===== src/rtl/axi_gpio_slave.sv =====
// AXI4-Lite GPIO slave: OUT (rw), IN (ro, synchronized pins) and DIR (rw)
// registers, with independent write and read channels and registered handshakes.
module axi_gpio_slave #(
  parameter int N_GPIO = 16
) (
  input  logic              clk,
  input  logic              reset,
  input  logic              S_AXI_AWVALID,
  output logic              S_AXI_AWREADY,
  input  logic [31:0]       S_AXI_AWADDR,
  input  logic [2:0]        S_AXI_AWPROT,
  input  logic              S_AXI_WVALID,
  output logic              S_AXI_WREADY,
  input  logic [31:0]       S_AXI_WDATA,
  input  logic [3:0]        S_AXI_WSTRB,
  output logic              S_AXI_BVALID,
  input  logic              S_AXI_BREADY,
  output logic [1:0]        S_AXI_BRESP,
  input  logic              S_AXI_ARVALID,
  output logic              S_AXI_ARREADY,
  input  logic [31:0]       S_AXI_ARADDR,
  input  logic [2:0]        S_AXI_ARPROT,
  output logic              S_AXI_RVALID,
  input  logic              S_AXI_RREADY,
  output logic [31:0]       S_AXI_RDATA,
  output logic [1:0]        S_AXI_RRESP,
  input  logic [N_GPIO-1:0] gpio_in,
  output logic [N_GPIO-1:0] gpio_out,
  output logic [N_GPIO-1:0] gpio_oe
);

  localparam int         DATA_W      = 32;
  localparam logic [1:0] RESP_OKAY   = 2'b00;
  localparam logic [1:0] RESP_SLVERR = 2'b10;
  localparam logic [1:0] REG_OUT     = 2'd0;
  localparam logic [1:0] REG_IN      = 2'd1;
  localparam logic [1:0] REG_DIR     = 2'd2;

  // Byte-lane merge of write data into a register; lanes above N_GPIO fall away.
  function automatic logic [N_GPIO-1:0] apply_strb(
    input logic [N_GPIO-1:0] cur,
    input logic [DATA_W-1:0] wdata,
    input logic [3:0]        strb
  );
    logic [DATA_W-1:0] merged;
    merged = DATA_W'(cur);
    for (int b = 0; b < 4; b++) begin
      if (strb[b]) merged[8*b +: 8] = wdata[8*b +: 8];
    end
    return N_GPIO'(merged);
  endfunction

  logic              init_done;
  logic [N_GPIO-1:0] out_q;
  logic [N_GPIO-1:0] dir_q;
  logic [N_GPIO-1:0] sync_p0;
  logic [N_GPIO-1:0] sync_p1;

  logic              aw_held_q;
  logic              w_held_q;
  logic [1:0]        aw_sel_q;
  logic [DATA_W-1:0] wdata_q;
  logic [3:0]        wstrb_q;

  logic              aw_hs;
  logic              w_hs;
  logic              wr_exec;
  logic              wr_ok;
  logic [1:0]        wr_sel;
  logic [DATA_W-1:0] wr_data;
  logic [3:0]        wr_strb;
  logic              aw_held_d;
  logic              w_held_d;
  logic              bvalid_d;

  logic              ar_hs;
  logic              rvalid_d;
  logic [DATA_W-1:0] rd_data_c;
  logic [1:0]        rd_resp_c;

  logic              unused_bits;
  assign unused_bits = ^{S_AXI_AWPROT, S_AXI_ARPROT,
                         S_AXI_AWADDR[31:4], S_AXI_AWADDR[1:0],
                         S_AXI_ARADDR[31:4], S_AXI_ARADDR[1:0]};

  assign gpio_out = out_q;
  assign gpio_oe  = dir_q;

  // Stage p0/p1: two-flop synchronizer on the asynchronous pins
  always_ff @(posedge clk or posedge reset) begin
    if (reset) begin
      sync_p0 <= '0;
      sync_p1 <= '0;
    end else begin
      sync_p0 <= gpio_in;
      sync_p1 <= sync_p0;
    end
  end

  // A write fires on the edge that completes the AW/W pair, using whichever
  // half is arriving live and whichever half was captured earlier.
  assign aw_hs   = S_AXI_AWVALID & S_AXI_AWREADY;
  assign w_hs    = S_AXI_WVALID & S_AXI_WREADY;
  assign wr_exec = (aw_hs | aw_held_q) & (w_hs | w_held_q);
  assign wr_sel  = aw_hs ? S_AXI_AWADDR[3:2] : aw_sel_q;
  assign wr_data = w_hs ? S_AXI_WDATA : wdata_q;
  assign wr_strb = w_hs ? S_AXI_WSTRB : wstrb_q;
  assign wr_ok   = (wr_sel == REG_OUT) || (wr_sel == REG_DIR);

  always_comb begin
    aw_held_d = aw_held_q | aw_hs;
    w_held_d  = w_held_q | w_hs;
    bvalid_d  = S_AXI_BVALID & ~S_AXI_BREADY;
    if (wr_exec) begin
      aw_held_d = 1'b0;
      w_held_d  = 1'b0;
      bvalid_d  = 1'b1;
    end
  end

  always_ff @(posedge clk or posedge reset) begin
    if (reset) begin
      init_done     <= 1'b0;
      aw_held_q     <= 1'b0;
      w_held_q      <= 1'b0;
      S_AXI_AWREADY <= 1'b0;
      S_AXI_WREADY  <= 1'b0;
      S_AXI_BVALID  <= 1'b0;
      S_AXI_BRESP   <= RESP_OKAY;
      out_q         <= '0;
      dir_q         <= '0;
    end else begin
      // READYs stay low for the first edge after release, gated by init_done.
      init_done     <= 1'b1;
      aw_held_q     <= aw_held_d;
      w_held_q      <= w_held_d;
      S_AXI_AWREADY <= init_done & ~aw_held_d & ~bvalid_d;
      S_AXI_WREADY  <= init_done & ~w_held_d & ~bvalid_d;
      S_AXI_BVALID  <= bvalid_d;
      if (wr_exec) begin
        S_AXI_BRESP <= wr_ok ? RESP_OKAY : RESP_SLVERR;
        if (wr_sel == REG_OUT) out_q <= apply_strb(out_q, wr_data, wr_strb);
        if (wr_sel == REG_DIR) dir_q <= apply_strb(dir_q, wr_data, wr_strb);
      end
    end
  end

  // Payload holding registers; only meaningful while the matching held flag is set.
  always_ff @(posedge clk) begin
    if (aw_hs) aw_sel_q <= S_AXI_AWADDR[3:2];
    if (w_hs) begin
      wdata_q <= S_AXI_WDATA;
      wstrb_q <= S_AXI_WSTRB;
    end
  end

  // Read mux sees the registers before any same-edge write lands.
  always_comb begin
    rd_data_c = '0;
    rd_resp_c = RESP_OKAY;
    case (S_AXI_ARADDR[3:2])
      REG_OUT: rd_data_c = DATA_W'(out_q);
      REG_IN:  rd_data_c = DATA_W'(sync_p1);
      REG_DIR: rd_data_c = DATA_W'(dir_q);
      default: rd_resp_c = RESP_SLVERR;
    endcase
  end

  assign ar_hs    = S_AXI_ARVALID & S_AXI_ARREADY;
  assign rvalid_d = ar_hs | (S_AXI_RVALID & ~S_AXI_RREADY);

  always_ff @(posedge clk or posedge reset) begin
    if (reset) begin
      S_AXI_ARREADY <= 1'b0;
      S_AXI_RVALID  <= 1'b0;
      S_AXI_RDATA   <= '0;
      S_AXI_RRESP   <= RESP_OKAY;
    end else begin
      S_AXI_ARREADY <= init_done & ~rvalid_d;
      S_AXI_RVALID  <= rvalid_d;
      if (ar_hs) begin
        S_AXI_RDATA <= rd_data_c;
        S_AXI_RRESP <= rd_resp_c;
      end
    end
  end

endmodule


===== config.mk =====
export PLATFORM = sky130hd
export DESIGN_NAME = axi_gpio_slave
export DESIGN_NICKNAME = d
export VERILOG_FILES = /design/src/rtl/axi_gpio_slave.sv
export SDC_FILE = /design/constraint.sdc
export NUM_CORES = 1
export LEC_CHECK = 0
export ABC_CLOCK_PERIOD_IN_PS = 3300
export BUFFER_PORTS_ARGS = -buffer_cell sky130_fd_sc_hd__buf_2
export CELL_PAD_IN_SITES_DETAIL_PLACEMENT = 1
export CELL_PAD_IN_SITES_GLOBAL_PLACEMENT = 1
export CORE_MARGIN = 2
export CORE_UTILIZATION = 35
export CTS_CLUSTER_DIAMETER = 200
export DETAILED_ROUTE_END_ITERATION = 7
export GPL_ROUTABILITY_DRIVEN = 0
export PLACE_DENSITY_LB_ADDON = 0.08
export SYNTH_ARGS = -nofsm -noshare
export SYNTH_HDL_FRONTEND = slang
export SYNTH_SLANG_ARGS = --single-unit

===== constraint.sdc =====
create_clock -name clk -period 3.3 [get_ports clk]
set_input_delay 0.165 -clock clk [delete_from_list [all_inputs] [get_ports clk]]
set_output_delay 0.165 -clock clk [all_outputs]
set_load 0.1 [all_outputs]

==> qor.yml, run 1 <==
status:
  outcome: "finished, final reports clean"
grt:
  grt_pass1_vias: 2718
  gr-total-overflow: 0
  grt_pass1_wl_um: 14700
  grt_max_degree: 37
  grtUsageTotal_pct: 15.2
  grt_antenna_before_repair: 0
floorplan:
  ios: 202
  start_util_pct: 35.8
  rows: 39
  dieHeight_um: 112
  die-width_um: 112
  die_area_um2: 12500
  floorplan.core_area_um2: 11400
layout:
  fillers: 1215
  layout.nets: 553
  final_cells: 572
  drive_gt1_share_pct: 40.3
  antenna_cells: 0
  syn2layout_area_growth_pct: 25.7
logic_synthesis:
  yosys_warnings: 0
  synth_area_per_cell_um2: 13.4
  yosysUniqueCellTypes: 26
  syn_inst: 304
  ys_ff_latch: 110
  ys_seq_area_share_pct: 65.2
  syn-cell-area_um2: 4070
setup_path:
  start_kind: "flop"
  crit_path_end_kind: "flop"
  startpoint: "S_AXI_AWREADY"
  crit_path_max_fanout: 8
  r2r_start: "S_AXI_AWREADY"
  r2r_cells: 4
  crit_arrival_ns: 2.35
  worst_r2r_endpoint: "gpio_oe[15]"
  required_ns: 3.52
  ff2ff_setup_slack_ns: 1.17
  critPathKind: "flop to flop"
route:
  wl_um: 9070
  via_per_inst: 4.55
  routedWlPerCell_um: 15.9
  first_pass_iters: 4
  drt_iter0_drc: 76
  vias: 2605
  drc: 0
  ant_nets: 0
sta:
  finalHoldViolCount: 0
  skew_ns: 0.00978
  fmax_ghz: 0.470
  rsz0062_at_grt: "false"
  tightestPinTransition_ns: 1.01
  fin_tns_setup_ns: 0
  maxSlewViolCount: 0
  setup_viol: 0
  max_slew_margin_pct: 32.6
  hold_ws_ns: 0.0790
  setup_ws_ns: 1.17
  fin_crit_sh_pct: 64.5
  fin_crit_ns: 2.13
worst_hold_path:
  hold_class: "primary input to flop"
  hold_depth: 2
  hold_path_end: "wdata_q[1]"
  worstHoldStart: "S_AXI_WDATA[1]"
placed_design:
  dp_slack_ns: 1.14
  port_buffers: 99
  dp_cells: 539
  dpl.hpwl_um: 6370
clocking:
  cts-root-buf: "clkbuf_16"
  clock_path_buffers: 2
  clk_pin_slew_worst_paths_ns: 0.07
  cts_sinks: 110
  tritoncts: "yes"
  numCtsBuffers: 9
  post-cts-setup-buffers: 0
  htreeDepth: 3
  clk_latency_ns: 0.34
job:
  maxCapViolCount: 0
-- through the flow --
stage | cell area, um2 | utilization [%]
finish | 5110 | 45.0
global route | 5110 | 45.0
CTS | 5110 | 45.0
detailed placement | 4660 | 41.0
global placement | 4660 | 41.0
floorplan | 4130 | -
-- metal layers --
metal  vias to the layer above  global-route usage [%]  routed length, um
li1                       1232                       -                  -
met1                      1297                    19.0               3870
met2                        69                    26.0               4620
met3                         7                    4.30                483
met4                         0                    3.70                 88
met5                         -                       0                  0
-- cell families after synthesis --
| logic type | share of synthesized area [%] |
|---|---|
| other cells | 0.185 |
| buf+inv | 4.65 |
| simple gates | 6.55 |
| mux | 18.1 |
| compound gates | 5.26 |
| flops | 65.2 |
-- area by class of cell --
| class | instances | area (um2) | share of cell area (%) |
|---|---|---|---|
| sequential | 110 | 2650 | 51.9 |
| multi-input combinational | 179 | 1290 | 25.2 |
| timing repair buffer | 120 | 696 | 13.6 |
| clock buffer | 12 | 246 | 4.82 |
| tap | 143 | 179 | 3.50 |
| clock inverter | 4 | 32.5 | 0.636 |
| inverter | 4 | 16.3 | 0.318 |
-- critical path: stages, from the launching register on --
cell,delay [ns]
dfrtp_1,0.40
and3_1,0.21
a2111o_1,0.49
nor3b_4,0.52
mux2_2,0.39
-- what timing repair did --
item,4_1_cts,5_1_grt
hold buffers,17,0
hold endpoints to repair,50,0
resized for setup,0,0
-- flip-flops by register name, summed over array words and instances, names as in the netlist --
register	cells
S_AXI_RDATA	16
gpio_oe	16
gpio_out	16
sync_p0	16
sync_p1	16
wdata_q	16
aw_sel_q	2
wstrb_q	2
S_AXI_ARREADY	1
S_AXI_AWREADY	1
S_AXI_BRESP	1
S_AXI_BVALID	1
S_AXI_RRESP	1
S_AXI_RVALID	1
S_AXI_WREADY	1
aw_held_q	1
init_done	1
w_held_q	1
-- cell usage after synthesis, drive strengths merged --
cell,n,area share (%)
mux2,50,14
a21oi,18,2.2
a21o,1,0.18
dfrtp,90,55
mux2i,17,4.3
inv,4,0.37
nand3,3,0.62
nor2,20,1.8
and2,1,0.15
dfxtp,20,9.8
conb,2,0.18
o21ai,18,2.2
a2111o,1,0.28
nand2b,1,0.15
clkbuf,8,0.74
a2111oi,1,0.37
nor3b,2,0.92
buf,20,3.5
and3,3,0.46
nand2,21,1.9
nor2b,3,0.46
-- worst max-delay path by stage --
stage / to / slack, ns / cells past startpoint
after floorplan: gpio_oe[0] / 0.68 / 4
after global placement: gpio_oe[4] / 1.14 / 4
after detailed placement: gpio_oe[3] / 1.14 / 4
after CTS: gpio_oe[3] / 1.13 / 4
after global routing: gpio_oe[2] / 1.07 / 4
final: gpio_oe[15] / 1.17 / 4
-- layout by cell type, fill, tap and decap left out, drive strengths merged --
master,instances
buf,103
dfrtp,90
mux2,50
nand2,21
nor2,20
dfxtp,20
conb,19
a21oi,18
o21ai,18
dlygate4sd3,17
mux2i,17
clkbuf,12
inv,5
nor2b,3
and3,3
nand3,3
nor3b,2
clkinvlp,2
a2111o,1
a2111oi,1
a21o,1
nand2b,1
clkinv,1
and2,1
Power of run 1 is left out: the tool's default activity adds up to more than one toggle a clock period on the data nets, which glitch-free logic cannot reach.
==> run 2: changes to the inputs <==
ABC_CLOCK_PERIOD_IN_PS = 1900   (was 3300)
CORE_UTILIZATION = 31   (was 35)
clock period = 1.9 ns   (was 3.3 ns; I/O delays follow)
==> qor.yml, run 2 (synthesis gave the netlist of run 1 again) <==
status:
  outcome: "finished, final reports clean"
sta:
  fin_crit_ns: 1.87  # -0.263 ns
  max_slew_margin_pct: 62.6  # +30 points
  setup_viol: 0  # unchanged
  fmax_ghz: 0.536  # +14%
  fin_crit_sh_pct: 98.2  # +34 points
  skew_ns: 0.00277  # -0.00702 ns
  finalHoldViolCount: 0  # unchanged
  rsz0062_at_grt: "true"
  maxSlewViolCount: 0  # unchanged
  tightestPinTransition_ns: 0.560  # -0.448 ns
layout:
  most-common-layout-cells: "buf_2, dfrtp_1, mux2_2"
  syn2layout_area_growth_pct: 33.4
  final_cells: 622  # +8.7%
  drive_gt1_share_pct: 42.2  # +1.9 points
  fillers: 1394  # +15%
  final_common_cell: "buf_2"
  layout.nets: 575  # +4.0%
  antenna_cells: 0  # unchanged
  final_util_pct: 42.6  # -2.3 points
grt:
  grt_pass1_vias: 3029  # +11%
  grt_pass1_wl_um: 15900  # +8.0%
  gr-total-overflow: 0  # unchanged
  grtUsageTotal_pct: 14.9  # -0.22 points
  grt_max_degree: 45  # +22%
  grt_antenna_before_repair: 0  # unchanged
clocking:
  cts_sinks: 110  # unchanged
  cts-root-buf: "clkbuf_16"
  clk_pin_slew_worst_paths_ns: 0.07  # about the same
  numCtsBuffers: 9  # unchanged
  tritoncts: "yes"
  htreeDepth: 3  # unchanged
  clk_latency_ns: 0.35  # about the same
  clock_path_buffers: 2  # unchanged
setup_path:
  crit_arrival_ns: 2.10  # -0.25 ns
  start_kind: "flop"
  critPathKind: "flop to flop"
  worst_r2r_endpoint: "gpio_oe[15]"
  crit_path_end_kind: "flop"
  r2r_cells: 5  # +1
  crit_chain: "and3_4 > a2111o_1 > nor3b_4 > buf_12 > mux2_2"
  required_ns: 2.14  # -1.38 ns
  r2r_start: "S_AXI_AWREADY"
  slowest_stage: "a2111o_1"
  max_stage_delay_ns: 0.47  # -0.05 ns
  crit_path_max_fanout: 8  # unchanged
  ff2ff_setup_slack_ns: 0.03  # -1.14 ns
job:
  maxCapViolCount: 0  # unchanged
floorplan:
  die-width_um: 119  # +6.0%
  floorplan.core_area_um2: 12700  # +12%
  start_util_pct: 32.0  # -3.8 points
  die_area_um2: 14000  # +12%
  rows: 41  # +5.1%
  dieHeight_um: 119  # +6.0%
  ios: 202  # unchanged
placed_design:
  dp_cells: 580  # +7.6%
  dpl.hpwl_um: 6600  # +3.8%
  port_buffers: 99  # unchanged
route:
  vias: 2688  # +3.2%
  ant_nets: 0  # unchanged
  drc: 0  # unchanged
  first_pass_iters: 4  # unchanged
  wl_um: 9630  # +6.1%
  via_per_inst: 4.32  # -5.1%
  drt_iter0_drc: 123  # +62%
  routedWlPerCell_um: 15.5  # -2.4%
worst_hold_path:
  hold_path_end: "wdata_q[5]"
  hold_class: "primary input to flop"
  worstHoldStart: "S_AXI_WDATA[5]"
  hold_depth: 2  # unchanged
[run 2: cell count changes in the layout (fill, tap and decap cells not counted), moves of 3 or more]
cell           previous run  this run
mux2_2                   49        45
buf_12                    0         3
dlygate4sd3_1            17        27
clkbuf_8                  1         4
mux2_4                    0         4
buf_4                     4        13
[run 2: metal layers]
layer	global-route usage [%]	routed length, um	vias to the layer above
li1	-	-	1275
met3	5.21	581	11
met4	5.36	155	0
met5	0	0	-
met2	25.5	4900	68
met1	17.3	3980	1334
[run 2: worst max path at each step]
stage / start / cells after the start / slack (ns) / to
finish: S_AXI_AWREADY / 5 / 0.03 / gpio_oe[15]
global route: S_AXI_AWREADY / 5 / -0.02 / gpio_oe[1]
CTS: S_AXI_AWREADY / 5 / 0.02 / gpio_oe[2]
detailed placement: S_AXI_AWREADY / 5 / 0.03 / gpio_oe[2]
global placement: S_AXI_AWREADY / 5 / 0.03 / gpio_oe[0]
floorplan: S_AXI_AWREADY / 4 / -0.26 / gpio_oe[0]
[run 2: repair_timing]
item | in CTS | in global routing
hold buffers | 27 | 0
gates resized for setup | 0 | 4
hold endpoints to repair | 48 | 0
setup endpoints to repair | 0 | 11
setup buffers | 0 | 0
[run 2: critical path, delay by kind of cell (launching register included)]
| kind | cells | cell delay (ns) |
|---|---|---|
| buf+inv | 1 | 0.16 |
| simple gates | 2 | 0.40 |
| flops | 1 | 0.40 |
| compound gates | 1 | 0.47 |
| mux | 1 | 0.33 |
[run 2: area by class of cell]
cell class              count  area (um2)  share of cell area [%]
flip-flops and latches    110        2660                    49.0
multi-input cells         179        1320                    24.4
repair buffers            142         923                    17.0
clock buffers              15         288                    5.31
well taps                 172         215                    3.97
inverters                   4        18.8                   0.346
[run 2: per-stage QoR]
step	setup slack (ns)	cell area, um2	hold WS (ns)	TNS, ns
detailed placement	0.0269	4850	0.181	0
global route	-0.0196	5420	0.00132	-0.107
global placement	0.0339	4850	0.187	0
finish	0.0341	5420	0.00610	0
floorplan	-0.258	4160	0.126	-5.82
CTS	0.0152	5410	0.000708	0
Power of run 2 is left out for the same reason.
